<file path="config.mk">
export PLATFORM = sky130hd
export DESIGN_NAME = status_flag_unit
export DESIGN_NICKNAME = d
export VERILOG_FILES = /design/src/rtl/arm_flags_pkg.sv /design/src/rtl/flag_gen.sv /design/src/rtl/status_flag_unit.sv
export SDC_FILE = /design/constraint.sdc
export NUM_CORES = 1
export LEC_CHECK = 0
export BUFFER_PORTS_ARGS = -buffer_cell sky130_fd_sc_hd__buf_2
export CORE_MARGIN = 5
export CORE_UTILIZATION = 22
export CTS_BUF_LIST = sky130_fd_sc_hd__clkbuf_2
export CTS_CLUSTER_SIZE = 25
export DETAILED_ROUTE_END_ITERATION = 16
export PLACE_DENSITY = 0.87
export SLEW_MARGIN = 25
export SYNTH_ARGS = -nofsm -noshare
export SYNTH_HDL_FRONTEND = slang
export SYNTH_HIERARCHICAL = 1
export SYNTH_SLANG_ARGS = --single-unit
</file>
<file path="constraint.sdc">
create_clock -name clk -period 1.2 [get_ports clk]
set_input_delay 0.12 -clock clk [delete_from_list [all_inputs] [get_ports clk]]
set_output_delay 0.12 -clock clk [all_outputs]
set_load 0.02 [all_outputs]
</file>
<file path="src/rtl/arm_flags_pkg.sv">
// Shared definitions for the {N,Z,C,V} status-flag producer: ALU command
// codes, flag bit positions, update masks and the in-flight entry format.
package arm_flags_pkg;

    typedef enum logic [3:0] {
        CMD_MOV = 4'b0001,
        CMD_ADD = 4'b0010,
        CMD_ADC = 4'b0011,
        CMD_SUB = 4'b0100,
        CMD_SBC = 4'b0101,
        CMD_AND = 4'b0110,
        CMD_ORR = 4'b0111,
        CMD_EOR = 4'b1000,
        CMD_MVN = 4'b1001
    } alu_cmd_e;

    localparam int FLAG_N = 3;
    localparam int FLAG_Z = 2;
    localparam int FLAG_C = 1;
    localparam int FLAG_V = 0;

    localparam logic [3:0] MASK_ARITH = 4'b1111;
    localparam logic [3:0] MASK_LOGIC = 4'b1110;
    localparam logic [3:0] MASK_NONE  = 4'b0000;

    typedef struct packed {
        logic       valid;
        logic [3:0] flags;
        logic [3:0] mask;
    } flag_entry_t;

    localparam int ENTRY_W = $bits(flag_entry_t);

    // Merge one masked update into a status register value.
    function automatic logic [3:0] apply_update(input logic [3:0] cur,
                                                input logic [3:0] flags,
                                                input logic [3:0] mask);
        return (cur & ~mask) | (flags & mask);
    endfunction

endpackage

</file>
<file path="src/rtl/flag_gen.sv">
// Combinational flag and mask generation for one ALU command in EXE.
module flag_gen
    import arm_flags_pkg::*;
#(
    parameter int WIDTH = 32
) (
    input  logic [3:0]       exe_cmd,
    input  logic [WIDTH-1:0] op_a,
    input  logic [WIDTH-1:0] op_b,
    input  logic [WIDTH-1:0] alu_result,
    input  logic             alu_carry,
    input  logic             shifter_carry,
    output logic [3:0]       flags,
    output logic [3:0]       mask
);

    logic signed [WIDTH-1:0] a_s;
    logic signed [WIDTH-1:0] b_s;
    logic signed [WIDTH-1:0] r_s;
    logic                    a_neg;
    logic                    b_neg;
    logic                    r_neg;
    logic                    add_ovf;
    logic                    sub_ovf;

    assign a_s   = op_a;
    assign b_s   = op_b;
    assign r_s   = alu_result;
    assign a_neg = a_s[WIDTH-1];
    assign b_neg = b_s[WIDTH-1];
    assign r_neg = r_s[WIDTH-1];

    // Two's-complement overflow: same-signed operands give a differently
    // signed sum; for subtraction the operand signs must differ instead.
    assign add_ovf = (a_neg == b_neg) && (r_neg != a_neg);
    assign sub_ovf = (a_neg != b_neg) && (r_neg != a_neg);

    // Select carry/overflow sources and the write mask from the command class.
    always_comb begin
        flags         = '0;
        mask          = MASK_NONE;
        flags[FLAG_N] = r_neg;
        flags[FLAG_Z] = (alu_result == '0);
        case (exe_cmd)
            CMD_ADD, CMD_ADC: begin
                flags[FLAG_C] = alu_carry;
                flags[FLAG_V] = add_ovf;
                mask          = MASK_ARITH;
            end
            CMD_SUB, CMD_SBC: begin
                flags[FLAG_C] = alu_carry;
                flags[FLAG_V] = sub_ovf;
                mask          = MASK_ARITH;
            end
            CMD_MOV, CMD_MVN, CMD_AND, CMD_ORR, CMD_EOR: begin
                flags[FLAG_C] = shifter_carry;
                mask          = MASK_LOGIC;
            end
            default: mask = MASK_NONE;
        endcase
    end

endmodule

</file>
<file path="src/rtl/status_flag_unit.sv">
// Status register producer: captures S-suffixed ALU flag updates in EXE,
// carries them through LATENCY-1 intermediate stages and commits them to the
// architectural {N,Z,C,V} register, exposing a forwarded view and a busy flag.
module status_flag_unit
    import arm_flags_pkg::*;
#(
    parameter int LATENCY = 1,
    parameter int WIDTH   = 32
) (
    input  logic             clk,
    input  logic             rst_n,
    input  logic             inst_valid,
    input  logic             s_bit,
    input  logic             cond_pass,
    input  logic [3:0]       exe_cmd,
    input  logic [WIDTH-1:0] op_a,
    input  logic [WIDTH-1:0] op_b,
    input  logic [WIDTH-1:0] alu_result,
    input  logic             alu_carry,
    input  logic             shifter_carry,
    input  logic             stall,
    input  logic             flush,
    output logic [3:0]       sr,
    output logic [3:0]       sr_fwd,
    output logic             flags_busy
);

    logic        capture;
    logic [3:0]  gen_flags;
    logic [3:0]  gen_mask;
    flag_entry_t entry_p0;

    assign capture = inst_valid & s_bit & cond_pass & ~stall & ~flush;

    flag_gen #(
        .WIDTH(WIDTH)
    ) u_flag_gen (
        .exe_cmd      (exe_cmd),
        .op_a         (op_a),
        .op_b         (op_b),
        .alu_result   (alu_result),
        .alu_carry    (alu_carry),
        .shifter_carry(shifter_carry),
        .flags        (gen_flags),
        .mask         (gen_mask)
    );

    // ---- EXE: entry formed combinationally (stage 0) ----
    assign entry_p0 = '{valid: capture, flags: gen_flags, mask: gen_mask};

    if (LATENCY <= 1) begin : g_direct

        // Commit the EXE entry straight into the status register.
        always_ff @(posedge clk or negedge rst_n) begin
            if (!rst_n) begin
                sr <= 4'b0000;
            end else if (entry_p0.valid) begin
                sr <= apply_update(sr, entry_p0.flags, entry_p0.mask);
            end
        end

        assign sr_fwd     = sr;
        assign flags_busy = 1'b0;

    end else begin : g_piped

        localparam int NSTG = LATENCY - 1;

        // Index 0 is the newest stage (stage 1), NSTG-1 the oldest.
        logic [NSTG-1:0] vld_p;
        logic [3:0]      flags_p [NSTG];
        logic [3:0]      mask_p  [NSTG];

        // ---- Stages 1..LATENCY-1: control (valids) and commit from the last stage ----
        always_ff @(posedge clk or negedge rst_n) begin
            if (!rst_n) begin
                sr    <= 4'b0000;
                vld_p <= '0;
            end else if (flush) begin
                vld_p <= '0;
            end else if (!stall) begin
                for (int i = NSTG - 1; i > 0; i--) begin
                    vld_p[i] <= vld_p[i-1];
                end
                vld_p[0] <= entry_p0.valid;
                if (vld_p[NSTG-1]) begin
                    sr <= apply_update(sr, flags_p[NSTG-1], mask_p[NSTG-1]);
                end
            end
        end

        // Shift flag/mask payload alongside the valids; meaningless when invalid.
        always_ff @(posedge clk) begin
            if (!stall) begin
                for (int i = NSTG - 1; i > 0; i--) begin
                    flags_p[i] <= flags_p[i-1];
                    mask_p[i]  <= mask_p[i-1];
                end
                flags_p[0] <= entry_p0.flags;
                mask_p[0]  <= entry_p0.mask;
            end
        end

        // Forward view: committed SR with in-flight updates applied oldest first.
        always_comb begin
            sr_fwd = sr;
            for (int i = NSTG - 1; i >= 0; i--) begin
                if (vld_p[i]) begin
                    sr_fwd = apply_update(sr_fwd, flags_p[i], mask_p[i]);
                end
            end
        end

        assign flags_busy = |vld_p;

    end

endmodule

</file>
==> results.yml, run 1 <==
run_status:
  run_status: "finished, violations left"
  violations: "setup timing"
sta:
  maxSlewViolCount: 0
  finalClockSkew_ns: 0
  post-route-min-period_ns: 1.213
  finalHoldViolCount: 0
  setup_slack_ns: -0.01290
  setup_viol_count_final: 1
  rsz0062_at_grt: "true"
  clock.fmax_mhz: 824.5
  hold_ws_ns: 0.2158
  period_share: 1.011
clock_network:
  cts_tree: "built"
  cts_inserted_buffers: 3
  root_buffer: "clkbuf_2"
  cts_setup_buffers: 0
  clock_sinks: 4
  clkTransAtPathRegs_ns: 0.04
  insertion_delay_ns: 0.20
  clk_path_buf_depth: 2
  htreeDepth: 1
synthesis:
  syn_inst: 53
  synthTopCellsByArea: "dfrtp_1 (23%), nor4_1 (16%), buf_4 (14%)"
  syn_avg_cell_area_um2: 8.239
  synth_edf_count: 0
  synth_seq_cells: 4
  synthArstFlopShare: 1.000
  synth_top_cell_area_share: 0.2292
  synth.most_common_cell: "nor4_1"
  synth.distinct_cells: 18
  synth_largest_area_cell: "dfrtp_1"
  yosysWarningCount: 6
  yosys-top-cells-count: "nor4_1 (11), buf_4 (8), nand2_1 (5)"
  ys.flop_type: "dfrtp_1"
  syn_nets: 162
  ys_seq_area_frac: 0.2292
  syn_area_um2: 436.7
route:
  drtAntennaViolNets: 0
  num_vias: 580
  viasPerCell: 4.328
  dr.first_iter.drc_count: 9
  wl_per_cell_um: 11.66
  route.detailed.drc: 0
  routed_wl_um: 1562
  dr.pass1.iters: 2
global_routing:
  grt_pass1_vias: 573
  grt.total_usage: 0.1048
  busiest_layer: "met2"
  globalRouteOverflowTotal: 0
  grt_max_degree: 6
  use_met1: 0.09903
  grt_pass1_wl_um: 2194
  antenna_found_initial: 0
  grtUsageMet2: 0.1972
  grtUsageMet3: 0.03270
min_path:
  min_from: "alu_result[31]"
  hp-class: "primary input to flip-flop"
power:
  peakVddDrop_mv: 0.3329
  p_leak_nw: 0.4063
  total_power_mw: 0.5245
  power_density_mw_per_mm2: 681.7
critical_path:
  crit_type: "primary input to flip-flop"
  cp_max_fo: 5
  crit_arrival_ns: 1.30
  max_stage_delay_ns: 0.36
  required_ns: 1.28
  path_cells: "buf_8 -> nor2_4 -> mux2i_2 -> nand2_1 -> nor4_2 -> mux2_2"
  end_kind: "flip-flop"
  cpMaxStageDelayCell: "mux2_2"
  critPathLaunch: "exe_cmd[2]"
  startpoint_type: "primary input"
floorplan:
  die_h_um: 54.55
  row_count: 16
  io_pins: 118
  core-area_mm2: 0.001922
  design.die.area_mm2: 0.002976
  initial_utilization: 0.2272
  die_w_um: 54.55
cells_and_area:
  regArea_um2: 100.1
  instances_no_fill: 134
  syn_to_final_growth_pct: 76.22
  n_fill_cell: 206
  drive_above_1_share: 0.6449
  multiInputGateArea_um2: 294.0
  antennaDiodeCount: 0
  fin_nets: 218
placement:
  gp_congestion: 0.7914
  dpl.hpwl_um: 1356
  portBuffers: 54
  placedCellCount: 130
flow_run:
  cap_violations: 0
-- layer usage --
metal | vias to the layer above | routed length (um)
met1 | 256 | 561
li1 | 305 | -
met3 | 0 | 119
met4 | 0 | 0
met2 | 19 | 882
met5 | - | 0
-- stage by stage --
stage | util | setup TNS [ns] | area (um^2) | setup WS, ns
floorplan | - | -0.1808 | 444.2 | -0.08576
global placement | 0.3737 | -0.6906 | 718.2 | -0.2049
detailed placement | 0.3737 | -0.8927 | 718.2 | -0.2671
CTS | 0.3952 | 0 | 759.5 | 0.009542
global route | 0.4004 | -0.07931 | 769.5 | -0.06420
finish | 0.4004 | -0.01290 | 769.5 | -0.01290
-- timing repair --
action                                 CTS  global route
pin swaps                                0             0
gates cloned                             0             0
resized for setup                        4             3
setup endpoints to repair                1             3
hold buffers                             1             0
endpoints found under the hold margin    4             0
-- layout by cell type, fill, tap and decap left out, types with 2 or more instances in the layout --
cell type  Yosys  routed
buf_2          0      52
nor4_1        11      10
nand2_1        5       5
mux2_2         4       4
dfrtp_1        4       4
buf_4          8       4
clkbuf_2       0       3
nor2_1         4       3
mux2i_1        4       3
a21oi_1        2       2
nand4_1        2       2
-- critical path, delay by kind of cell --
kind,cells,cell delay [ns]
muxes,2,0.63
buffers and inverters,1,0.10
and+or+nand+nor,3,0.44
-- area by class of cell --
cell class | count | share of cell area
Multi-Input combinational cell | 41 | 0.3821
Tap cell | 27 | 0.04390
Clock buffer | 3 | 0.01951
Sequential cell | 4 | 0.1301
Timing Repair Buffer | 59 | 0.4244
-- path summary, 6_finish.rpt --
| check | end | slack, ns | depth (start not counted) |
|---|---|---|---|
| worst max-delay path | flip-flop | -0.01 | 6 |
| worst min-delay path | flip-flop | 0.22 | 2 |
| worst max register to register | flip-flop | 0.43 | 1 |
| worst min register to register | flip-flop | 0.53 | 1 |
| max in group asynchronous | asynchronous set/reset pin | 0.84 | 2 |
| min in group asynchronous | asynchronous set/reset pin | 0.23 | 2 |
-- power breakdown --
part	leakage, nW	internal (mW)	total, mW	switching [mW]
registers	0.0538	0.150	0.159	0.00942
clock network	0.0125	0.0674	0.126	0.0582
logic	0.340	0.123	0.240	0.117
-- cells by family (layout without fill, tap and decap cells) --
family                 after synthesis  count (layout)  share of synthesized area
AOI/OAI and AO/OA                    5               5                    0.07736
and+or+nand+nor                     27              27                     0.3524
DFF                                  4               4                     0.2292
other                                1               1                   0.008588
buffers and inverters                8              62                     0.1375
muxes                                8               8                     0.1948
(Power assumes the default switching activity.)
==> inputs of run 2 (changes only) <==
--- a/config.mk
+++ b/config.mk
@@ -5,7 +5,7 @@
 export SDC_FILE = /design/constraint.sdc
 export NUM_CORES = 1
 export LEC_CHECK = 0
-export BUFFER_PORTS_ARGS = -buffer_cell sky130_fd_sc_hd__buf_2
+export BUFFER_PORTS_ARGS = -buffer_cell sky130_fd_sc_hd__buf_4
 export CORE_MARGIN = 5
 export CORE_UTILIZATION = 22
 export CTS_BUF_LIST = sky130_fd_sc_hd__clkbuf_2
==> run 2 against run 1 <==
The flow still finishes with violations (setup timing); sequential power hardly changed; die area unchanged; non-clock buffer count down 2; maximum frequency decreased by 0.98%; wire length increased by 6.0%; cell area increased by 17%; cell count is 1.5% lower; worst setup slack got worse by 0.012 ns; clock power is essentially flat; global-route usage up 0.90 points; highest routed layer is now met4; count of clock-buffer cells in the layout unchanged; sequential share of layout area is 1.9 points lower.
==> results.yml, run 2 (synthesized netlist as in run 1, its figures left out) <==
sta:
  finalHoldViolCount: 0
  period_share: 1.021
  finalClockSkew_ns: 0
  setup_viol_count_final: 1
  fin_tns_setup_ns: -0.02492
  setup_slack_ns: -0.02492
  rsz0062_at_grt: "true"
  clock.fmax_mhz: 816.4
  post-route-min-period_ns: 1.225
  maxSlewViolCount: 0
floorplan:
  core-area_mm2: 0.001922
  io_pins: 118
  row_count: 16
  die_h_um: 54.55
  die_w_um: 54.55
  design.die.area_mm2: 0.002976
  initial_utilization: 0.2272
flow_run:
  cap_violations: 0
cells_and_area:
  regArea_um2: 100.1
  syn_to_final_growth_pct: 105.7
  post-route-util: 0.4674
  multiInputGateArea_um2: 304.0
  n_fill_cell: 210
  layout_commonest_cell: "buf_4"
  final_cell_mix: "buf_4 (54), nor4_1 (9), nand2_1 (5), mux2_2 (4), dfrtp_1 (4)"
  drive_above_1_share: 0.6571
  instances_no_fill: 132
  antennaDiodeCount: 0
  fin_nets: 216
power:
  p_leak_nw: 0.4378
  peakVddDrop_mv: 0.5857
  power_density_mw_per_mm2: 644.9
global_routing:
  antenna_found_initial: 0
  grt_pass1_vias: 612
  globalRouteOverflowTotal: 0
  busiest_layer: "met2"
  grtUsageMet2: 0.2171
  grt.total_usage: 0.1139
  grt_pass1_wl_um: 2387
  grtUsageMet3: 0.05995
  use_met1: 0.09740
  grt_max_degree: 6
clock_network:
  clkTransAtPathRegs_ns: 0.05
  clk_path_buf_depth: 2
  root_buffer: "clkbuf_2"
  cts_tree: "built"
  insertion_delay_ns: 0.21
  clock_sinks: 4
  htreeDepth: 1
  cts_inserted_buffers: 3
critical_path:
  crit_arrival_ns: 1.32
  cp_max_fo: 3
  startpoint_type: "primary input"
  critPathLaunch: "exe_cmd[1]"
  required_ns: 1.30
  crit_type: "primary input to flip-flop"
  end_kind: "flip-flop"
min_path:
  min_from: "alu_result[31]"
  hp-class: "primary input to flip-flop"
route:
  drtAntennaViolNets: 0
  dr.pass1.iters: 4
  routed_wl_um: 1656
  wl_per_cell_um: 12.55
  num_vias: 603
  dr.first_iter.drc_count: 6
  viasPerCell: 4.568
  route.detailed.drc: 0
placement:
  post-place-ws_ns: -0.2864
  gp_congestion: 0.7491
  portBuffers: 54
  placedCellCount: 128
run_status:
  run_status: "finished, violations left"
  violations: "setup timing"
## run 2: cell types whose count changed in the layout (fill, tap and decap cells not counted)
cell / previous run / this run
nor4_2: 1 / 2
a21oi_1: 2 / 1
buf_2: 52 / 0
nor4_1: 10 / 9
buf_8: 1 / 2
buf_4: 4 / 54
buf_6: 1 / 0
a21oi_2: 0 / 1
## run 2: power by group
part / internal [mW] / switching (mW) / total (mW)
logic: 0.177 / 0.117 / 0.293
clock network: 0.0672 / 0.0578 / 0.125
registers: 0.150 / 0.0108 / 0.161
## run 2: routing by layer
metal,vias to the layer above,wire (um),part of all wire
met1,275,554,0.33
met4,0,27,0.016
met3,2,134,0.081
met5,-,0,0
li1,301,-,-
met2,25,939,0.57
## run 2: through the flow
| step | area, um^2 | total power, mW | hold WS (ns) |
|---|---|---|---|
| 6_report | 898.4 | 0.5793 | 0.1842 |
| 5_1_grt | 898.4 | 0.6266 | 0.1616 |
| 4_1_cts | 869.6 | 0.5834 | 0.1747 |
| 3_5_place_dp | 838.3 | 0.4453 | -0.08056 |
| 3_3_place_gp | 838.3 | 0.4389 | -0.08171 |
| 2_1_floorplan | 444.2 | 0.2842 | -0.1756 |
## run 2: worst max-delay path, stage by stage
cell and delay [ns]:
buf_8 0.10, or2b_1 0.25, a21oi_2 0.13, nand2_1 0.07
nor4_2 0.29, mux2_2 0.36
## run 2: final timing paths
| kind | cells after the start | slack, ns | to |
|---|---|---|---|
| min reg2reg | 1 | 0.53 | flip-flop |
| max in group asynchronous | 2 | 0.86 | asynchronous set/reset pin |
| max | 6 | -0.02 | flip-flop |
| max reg2reg | 1 | 0.42 | flip-flop |
| min in group asynchronous | 2 | 0.24 | asynchronous set/reset pin |
| min | 2 | 0.18 | flip-flop |
## run 2: repair_timing
item | 4_1_cts | 5_1_grt
pin swaps | 0 | 3
resized for setup | 1 | 7
hold buffers | 1 | 0
buffers inserted | 0 | 0
endpoints found under the hold margin | 4 | 0
endpoints found under the setup margin | 1 | 3
## run 2: cell type report
type | count | area share
clock buffer | 3 | 0.01671
sequential | 4 | 0.1114
multi-input combinational | 41 | 0.3384
tap | 27 | 0.03760
timing repair buffer | 57 | 0.4958
==> inputs of run 3 (changes only) <==
--- a/config.mk
+++ b/config.mk
@@ -5,13 +5,14 @@
 export SDC_FILE = /design/constraint.sdc
 export NUM_CORES = 1
 export LEC_CHECK = 0
-export BUFFER_PORTS_ARGS = -buffer_cell sky130_fd_sc_hd__buf_4
+export ABC_AREA = 1
+export BUFFER_PORTS_ARGS = -buffer_cell sky130_fd_sc_hd__buf_2
 export CORE_MARGIN = 5
-export CORE_UTILIZATION = 22
+export CORE_UTILIZATION = 25
 export CTS_BUF_LIST = sky130_fd_sc_hd__clkbuf_2
 export CTS_CLUSTER_SIZE = 25
 export DETAILED_ROUTE_END_ITERATION = 16
-export PLACE_DENSITY = 0.87
+export PLACE_DENSITY = 0.9
 export SLEW_MARGIN = 25
 export SYNTH_ARGS = -nofsm -noshare
 export SYNTH_HDL_FRONTEND = slang
==> run 3 against run 2 <==
The flow now finishes without violations; clock skew unchanged; wire length down 14%; area after synthesis up 15%; clock power down 6%; first-iteration DRC count up 50%; register-to-register slack better by 0.15 ns; maximum frequency up 31%; critical path type unchanged.
==> results.yml, run 3 <==
power:
  p_leak_nw: 0.4691
  total_power_mw: 0.5009
  peakVddDrop_mv: 0.2627
  power_density_mw_per_mm2: 649.9
clock_network:
  cts_inserted_buffers: 3
  clk_path_buf_depth: 2
  cts_resized: 0
  root_buffer: "clkbuf_2"
  clkTransAtPathRegs_ns: 0.04
  insertion_delay_ns: 0.20
  hold_buffers: 1
  cts_tree: "built"
  htreeDepth: 1
  clock_sinks: 4
  cts_setup_buffers: 0
floorplan:
  design.die.area_mm2: 0.003003
  core-area_mm2: 0.001942
  initial_utilization: 0.2584
  die_w_um: 54.80
  io_pins: 118
  die_h_um: 54.80
  row_count: 16
sta:
  post-route-min-period_ns: 0.9374
  finalHoldViolCount: 0
  period_share: 0.7811
  fin_tns_setup_ns: 0
  rsz0062_at_grt: "false"
  hold_ws_ns: 0.2107
  maxSlewViolCount: 0
  setup_viol_count_final: 0
  clock.fmax_mhz: 1067
  setup_slack_ns: 0.2626
  finalClockSkew_ns: 0
synthesis:
  syn_nets: 202
  yosysWarningCount: 6
  syn_avg_cell_area_um2: 5.395
  yosys-top-cells-count: "nand2_1 (29), nor2_1 (26), buf_4 (8)"
  yosys.area_share.simple: 0.5835
  synth_top_family_by_area: "simple AND/OR/NAND/NOR gates"
  syn_inst: 93
  synth_mux_area_frac: 0
  synth.distinct_cells: 14
  synthArstFlopShare: 1.000
  synth_seq_cells: 4
  synth_top_cell_area_share: 0.2170
  synth-xor-area-share: 0.01746
  synth_edf_count: 0
  synth_compound_gate_area_share: 0.01995
  ys_seq_area_frac: 0.1995
  syn_area_um2: 501.7
  synth.most_common_cell: "nand2_1"
  ys.flop_type: "dfrtp_1"
  synthAdderAreaFrac: 0
  synth_largest_area_cell: "nand2_1"
  synthTopCellsByArea: "nand2_1 (22%), dfrtp_1 (20%), nor2_1 (19%)"
critical_path:
  cp_max_fo: 6
  path_buf_inv: 2
  crit_type: "primary input to flip-flop"
  path_cells: "buf_2 -> inv_1 -> nand2_1 -> o21ai_0 -> or2_1 -> nand3_1 -> nand2_1 -> nand2_1"
  startpoint_type: "primary input"
  required_ns: 1.29
  cp_top_family: "simple AND/OR/NAND/NOR gates"
  reg2reg_depth: 2
  crit_arrival_ns: 1.03
  max_stage_delay_ns: 0.23
  end_kind: "flip-flop"
  rrSetupSlack_ns: 0.57
  cpMaxStageDelayCell: "or2_1"
  crit_path_frequent_cell: "nand2_1"
run_status:
  run_status: "finished, final reports clean"
cells_and_area:
  post-route-util: 0.3969
  drive_above_1_share: 0.4336
  final_cell_mix: "buf_2 (54), nand2_1 (29), nor2_1 (26), inv_1 (6), nand3_1 (6)"
  n_fill_cell: 224
  regArea_um2: 100.1
  multiInputGateArea_um2: 315.3
  layout_commonest_cell: "buf_2"
  antennaDiodeCount: 0
  instances_no_fill: 170
  stdcell_area_um2: 770.7
  syn_to_final_growth_pct: 53.62
  fin_nets: 254
placement:
  dpl.hpwl_um: 1322
  placed_area_um2: 745.7
  portBuffers: 54
  placedCellCount: 166
  gp_congestion: 0.7705
  post-place-ws_ns: 0.06234
min_path:
  min_from: "alu_result[31]"
  hp-class: "primary input to flip-flop"
  min_path_cells: 3
flow_run:
  cap_violations: 0
route:
  viasPerCell: 4.024
  num_vias: 684
  dr.pass1.iters: 4
  route.detailed.drc: 0
  drtAntennaViolNets: 0
  dr.first_iter.drc_count: 9
  routed_wl_um: 1431
  wl_per_cell_um: 8.418
global_routing:
  antenna_found_initial: 0
  grt_pass1_vias: 629
  grt.total_usage: 0.1119
  globalRouteOverflowTotal: 0
  grt_pass1_wl_um: 2463
  grt_max_degree: 9
[run 3: cells by family after synthesis]
group,after synthesis
compound gates,2
xor+xnor,1
other cells,1
buf+inv,15
flops,4
simple gates,70
[run 3: how the worst max path moves through the flow]
| stage | endpoint | cells past startpoint | slack, ns | start |
|---|---|---|---|---|
| after global routing | flip-flop | 8 | 0.11 | exe_cmd[3] |
| after detailed placement | flip-flop | 8 | 0.06 | exe_cmd[3] |
| after floorplan | flip-flop | 8 | 0.21 | exe_cmd[2] |
| final | flip-flop | 8 | 0.26 | exe_cmd[3] |
| after global placement | flip-flop | 8 | 0.1 | exe_cmd[3] |
| after CTS | flip-flop | 8 | 0.28 | exe_cmd[3] |
[run 3: worst reg2reg max path, stage by stage, from the launching register on]
cell	delay [ns]
dfrtp_1	0.40
nand2_1	0.08
nand2_1	0.04
[run 3: report_power, final]
part | switching [mW] | internal, mW | leakage (nW)
logic | 0.121 | 0.102 | 0.402
clock network | 0.0504 | 0.0672 | 0.0125
registers | 0.0106 | 0.149 | 0.0543
[run 3: layer usage]
metal | track usage | vias to the layer above | share of wire
li1 | - | 380 | -
met1 | 0.1203 | 287 | 0.36
met2 | 0.2047 | 17 | 0.56
met3 | 0.02452 | 0 | 0.080
met4 | 0.04979 | 0 | 0
met5 | 0 | - | 0
[run 3: area by class of cell]
| class | count | area share |
|---|---|---|
| Inverter | 7 | 0.03409 |
| Timing Repair Buffer | 55 | 0.3636 |
| Tap cell | 27 | 0.04383 |
| Multi-Input combinational cell | 74 | 0.4091 |
| Sequential cell | 4 | 0.1299 |
| Clock buffer | 3 | 0.01948 |
